$ cat src/rtl/pipe_hazard_ctrl_pkg.sv
// pipe_hazard_ctrl_pkg: shared CPU constants for the hazard sequencer (FSM encoding, register index width, watchdog default).
package pipe_hazard_ctrl_pkg;
    localparam int REG_W = 4;
    localparam int STALL_TIMEOUT_DEF = 255;
    typedef enum logic [1:0] {
        RUN    = 2'b00,
        DSTALL = 2'b01,
        ISTALL = 2'b10,
        HALTED = 2'b11
    } state_t;
endpackage

$ cat src/rtl/pipe_hazard_ctrl_hazard_detect.sv
// hazard_detect: load-use compare between the load in EX and the source registers of the instruction in ID.
module hazard_detect
    import pipe_hazard_ctrl_pkg::*;
(
    input  logic             idex_memRead,
    input  logic [REG_W-1:0] idex_writeReg,
    input  logic [REG_W-1:0] ifid_rs,
    input  logic [REG_W-1:0] ifid_rt,
    input  logic             ifid_useRs,
    input  logic             ifid_useRt,
    output logic             hazard
);
    // r0 is hardwired zero, so a load targeting it never produces a dependency
    assign hazard = idex_memRead && idex_writeReg != '0 &&
                    ((ifid_useRs && ifid_rs == idex_writeReg) || (ifid_useRt && ifid_rt == idex_writeReg));
endmodule

$ cat src/rtl/pipe_hazard_ctrl.sv
// pipe_hazard_ctrl: stall/flush sequencer for the 5-stage pipe with memory-stall watchdog.
// Define PIPE_HAZARD_PERF_EN to add the stall_cycles / bubble_cnt performance counters.
module pipe_hazard_ctrl
    import pipe_hazard_ctrl_pkg::*;
#(
    parameter int STALL_TIMEOUT = STALL_TIMEOUT_DEF,
    parameter int CNT_W = 8
) (
    input  logic             clk,
    input  logic             rst,
    input  logic             idex_memRead,
    input  logic [REG_W-1:0] idex_writeReg,
    input  logic [REG_W-1:0] ifid_rs,
    input  logic [REG_W-1:0] ifid_rt,
    input  logic             ifid_useRs,
    input  logic             ifid_useRt,
    input  logic             branch_taken,
    input  logic             imem_busy,
    input  logic             dmem_busy,
    input  logic             memwb_halt,
    output logic             pc_en,
    output logic             ifid_en,
    output logic             ifid_flush,
    output logic             idex_en,
    output logic             idex_flush,
    output logic             exmem_en,
    output logic             memwb_en,
    output logic             halted,
`ifdef PIPE_HAZARD_PERF_EN
    output logic             wdog_err,
    output logic [15:0]      stall_cycles,
    output logic [15:0]      bubble_cnt
`else
    output logic             wdog_err
`endif
);
    state_t state, state_nx, eff;
    logic [CNT_W-1:0] cnt;
    logic err_q, lu_q, hz, lu_act, stall, hit, run, ist;

    hazard_detect u_hd (
        .idex_memRead (idex_memRead),
        .idex_writeReg(idex_writeReg),
        .ifid_rs      (ifid_rs),
        .ifid_rt      (ifid_rt),
        .ifid_useRs   (ifid_useRs),
        .ifid_useRt   (ifid_useRt),
        .hazard       (hz)
    );

    always_ff @(posedge clk) begin
        if (rst) begin
            state <= RUN;
            cnt   <= '0;
            err_q <= 1'b0;
            lu_q  <= 1'b0;
        end else begin
            state <= state_nx;
            cnt   <= (eff == RUN) ? '0 : (stall && cnt != '1) ? cnt + CNT_W'(1) : cnt;
            err_q <= err_q | hit;
            lu_q  <= lu_act;
        end
    end

    // eff is the mode in force this cycle, so stalls and their release act with zero latency
    always_comb begin
        eff      = (state == HALTED || (state == RUN && memwb_halt)) ? HALTED :
                   dmem_busy ? DSTALL : imem_busy ? ISTALL : RUN;
        state_nx = hit ? HALTED : eff;
    end

    assign stall  = eff == DSTALL || eff == ISTALL;
    assign hit    = stall && cnt == CNT_W'(STALL_TIMEOUT - 1);
    assign run    = eff == RUN;
    assign ist    = eff == ISTALL;
    // the cycle after a bubble EX holds that bubble, so the same pair cannot stall twice
    assign lu_act = run && hz && !lu_q;

    always_comb begin
        pc_en      = run && !lu_act;
        ifid_en    = (run && !lu_act) || ist;
        ifid_flush = ist || (run && !lu_act && branch_taken);
        idex_en    = run || ist;
        idex_flush = lu_act;
        exmem_en   = run || ist;
        memwb_en   = run || ist;
        halted     = eff == HALTED;
        wdog_err   = err_q || hit;
    end

`ifdef PIPE_HAZARD_PERF_EN
    logic bubble;
    assign bubble = lu_act || (run && branch_taken);
    always_ff @(posedge clk) begin
        if (rst) begin
            stall_cycles <= '0;
            bubble_cnt   <= '0;
        end else begin
            if (stall && stall_cycles != 16'hFFFF) stall_cycles <= stall_cycles + 16'd1;
            if (bubble && bubble_cnt != 16'hFFFF) bubble_cnt <= bubble_cnt + 16'd1;
        end
    end
`endif
endmodule

$ cat config.mk
export PLATFORM = sky130hd
export DESIGN_NAME = pipe_hazard_ctrl
export DESIGN_NICKNAME = d
export VERILOG_FILES = /design/src/rtl/pipe_hazard_ctrl_pkg.sv /design/src/rtl/pipe_hazard_ctrl_hazard_detect.sv /design/src/rtl/pipe_hazard_ctrl.sv
export SDC_FILE = /design/constraint.sdc
export NUM_CORES = 1
export LEC_CHECK = 0
export BUFFER_PORTS_ARGS = -buffer_cell sky130_fd_sc_hd__buf_2
export CORE_MARGIN = 3
export CORE_UTILIZATION = 48
export DETAILED_ROUTE_END_ITERATION = 7
export PLACE_DENSITY = 0.78
export RECOVER_POWER = 100
export REMOVE_ABC_BUFFERS = 1
export SLEW_MARGIN = 20
export SYNTH_ARGS = -nofsm -noshare
export SYNTH_HDL_FRONTEND = slang
export SYNTH_SLANG_ARGS = --single-unit
export TNS_END_PERCENT = 100
$ cat constraint.sdc
create_clock -name clk -period 2.85 [get_ports clk]
set_clock_uncertainty 0.1 [all_clocks]
set_input_delay 0.285 -clock clk [delete_from_list [all_inputs] [get_ports clk]]
set_output_delay 0.285 -clock clk [all_outputs]
set_load 0.1 [all_outputs]
==> flow_metrics.env <==
export IMPL_finalCriticalPeriod_ps=2700
export IMPL_synth_edf_count=0
export IMPL_finish_utilization_pct=64.8
export IMPL_worst_pin_slew_ps=1160
export IMPL_relSlewSlack_pct=22.9
export IMPL_wire_per_inst_um=12.1
export IMPL_place_hpwl_mm=1.36
export IMPL_clockBufferDepth=2
export IMPL_synth_area_leaders="dfxtp_1 (29%), xnor2_1 (8.4%), ha_1 (7.5%)"
export IMPL_drt_drc_violations_left=0
export IMPL_worstPathArrival_ps=2310
export IMPL_crit_type="reg -> out"
export IMPL_first_global_vias=619
export IMPL_dieArea_mm2=0.00227
export IMPL_fillers=133
export IMPL_synthCells=93
export IMPL_row_count=14
export IMPL_clk_pin_slew_worst_paths_ps=80
export IMPL_async_reset_ff_share_pct=0
export IMPL_postRouteAntennaNets=0
export IMPL_syn_area_um2=831
export IMPL_hold_violations=0
export IMPL_p_leak_nw=0.425
export IMPL_hold_ws_ps=126
export IMPL_ir_worst_vdd_uv=343
export IMPL_crit_fanout=4
export IMPL_avgSynthCellArea_um2=8.93
export IMPL_finalSetupTns_ps=0
export IMPL_rsz0062_at_grt="false"
export IMPL_cts_inserted_buffers=3
export IMPL_root_buffer="clkbuf_4"
export IMPL_fmax_ghz=0.371
export IMPL_crit_required_ps=2470
export IMPL_start_util_pct=53.3
export IMPL_cts_sinks=12
export IMPL_grtUsageTotal_pct=15.2
export IMPL_postLayoutCellArea_mm2=0.00101
export IMPL_cts_setup_buffers=0
export IMPL_cp_start_kind="register"
export IMPL_syn2layout_area_growth_pct=21.7
export IMPL_synth_top_area_share_pct=28.9
export IMPL_firstDrtPassIters=4
export IMPL_cts_tree="built"
export IMPL_grt_max_degree=9
export IMPL_numPortBuffers=29
export IMPL_setup_slack_ps=152
export IMPL_ys_seq_elements=12
export IMPL_crit_path_end_kind="output pin"
export IMPL_gr_total_overflow=0
export IMPL_cts_max_level=1
export IMPL_pre_cts_ws_ps=194
export IMPL_dieWidth_um=47.6
export IMPL_max_cap_viol_count=0
export IMPL_synth_area_leader_cell="dfxtp_1"
export IMPL_fp_dieH_um=47.6
export IMPL_fin_nets=151
export IMPL_clk_insertion_delay_late_ps=270
export IMPL_num_vias=755
export IMPL_ys_warn_count=0
export IMPL_wl_mm=1.70
export IMPL_dr_first_iter_drc_count=2
export IMPL_hold_class="in -> reg"
export IMPL_power_density_mw_per_mm2=506
export IMPL_viasPerCell=5.39
export IMPL_drive_above_1_share_pct=29.8
export IMPL_status="finished clean"
export IMPL_grt_pass1_wl_mm=2.45
export IMPL_antenna_cells=0
export IMPL_synth_distinct_cells=35
export IMPL_period_share_pct=94.7
export IMPL_ys_flop_type="dfxtp_1"
export IMPL_antenna_found_initial=0
export IMPL_io_pins=30
export IMPL_finalMaxSlewViolations=0
export IMPL_gp_congestion=0.814
export IMPL_core_region_area_mm2=0.00156
export IMPL_setup_viol=0
export IMPL_placed_area_mm2=0.00101
export IMPL_ys_seq_area_share_pct=28.9
final timing paths:
kind,depth (start not counted),slack [ps],end,start
hold / removal,2,130,lu_q,rst
setup / recovery,9,150,ifid_flush,state[1]
setup reg to reg,10,320,cnt[7],state[0]
hold reg to reg,2,420,cnt[7],cnt[6]
final cells by class:
| type | count | area (um2) | area share (%) |
|---|---|---|---|
| inverters | 7 | 26.3 | 2.60 |
| multi-input cells | 70 | 523 | 51.7 |
| repair buffers | 31 | 165 | 16.3 |
| well taps | 16 | 20.0 | 1.98 |
| clock buffers | 4 | 36.3 | 3.59 |
| flip-flops and latches | 12 | 240 | 23.8 |
kinds of logic (layout without fill, tap and decap cells):
| family | count (synthesis) | after routing | synth area share [%] |
|---|---|---|---|
| AOI/OAI and AO/OA | 16 | 16 | 17.3 |
| xor gates and xnor gates | 14 | 14 | 14.8 |
| adders and majority gates | 5 | 5 | 7.53 |
| buffers and inverters | 11 | 42 | 6.78 |
| DFF | 12 | 12 | 28.9 |
| and+or+nand+nor | 35 | 35 | 24.7 |
power breakdown:
group / internal, mW / total [mW] / switching [mW]
logic: 0.0549 / 0.190 / 0.135
registers: 0.177 / 0.187 / 0.0102
clock network: 0.0776 / 0.135 / 0.0570
total: 0.309 / 0.511 / 0.202
per-stage QoR:
step / power (mW) / instances
2_1_floorplan: 0.340 / 89
3_3_place_gp: 0.382 / 136
3_5_place_dp: 0.384 / 136
4_1_cts: 0.519 / 140
5_1_grt: 0.535 / 140
6_report: 0.511 / 140
synth_stat cells, drive strengths merged, types with 2 or more instances:
| cell | count |
|---|---|
| and3 | 2 |
| nor4b | 2 |
| xnor2 | 8 |
| nor3b | 3 |
| or2 | 3 |
| ha | 5 |
| nor4 | 2 |
| nand2 | 3 |
| dfxtp | 12 |
| nor3 | 2 |
| nor2 | 7 |
| buf | 4 |
| and2 | 2 |
| xor2 | 6 |
| a211oi | 3 |
| inv | 7 |
| a2111oi | 2 |
| nand3 | 4 |
| a21oi | 5 |
registers in the layout, summed over array words and instances (netlist names):
signal,cells
lu_q,1
cnt,8
err_q,1
state,2
worst max-delay path: stages, from the launching register on:
cell and delay (ps):
dfxtp_1 310, nor3b_1 180, a21oi_1 80, and2_1 200, ha_1 230, nand3b_1 160
nor4b_2 80, a221oi_2 350, a21o_1 170, buf_4 280
layer usage:
metal	wire length [um]	global-route usage, %
met1	755	17.3
met2	829	27.8
met4	21	6.45
met3	90	2.26
met5	0	0
cell usage in the layout, fill, tap and decap left out, types with 3 or more instances in the layout:
cell,netlist,layout
xnor2_1,8,8
ha_1,5,5
nand2_1,3,3
clkbuf_4,0,7
nor2_1,7,7
nor3b_1,3,3
clkbuf_1,0,4
xor2_1,6,6
a211oi_1,3,3
nand3_1,4,4
dfxtp_1,12,12
a21oi_1,5,5
inv_1,7,7
buf_2,0,20
repair_timing:
action	in CTS	in global routing
hold buffers	0	0
resized for setup	0	8
setup endpoints to repair	0	2
Power figures use the tool's default switching activity.
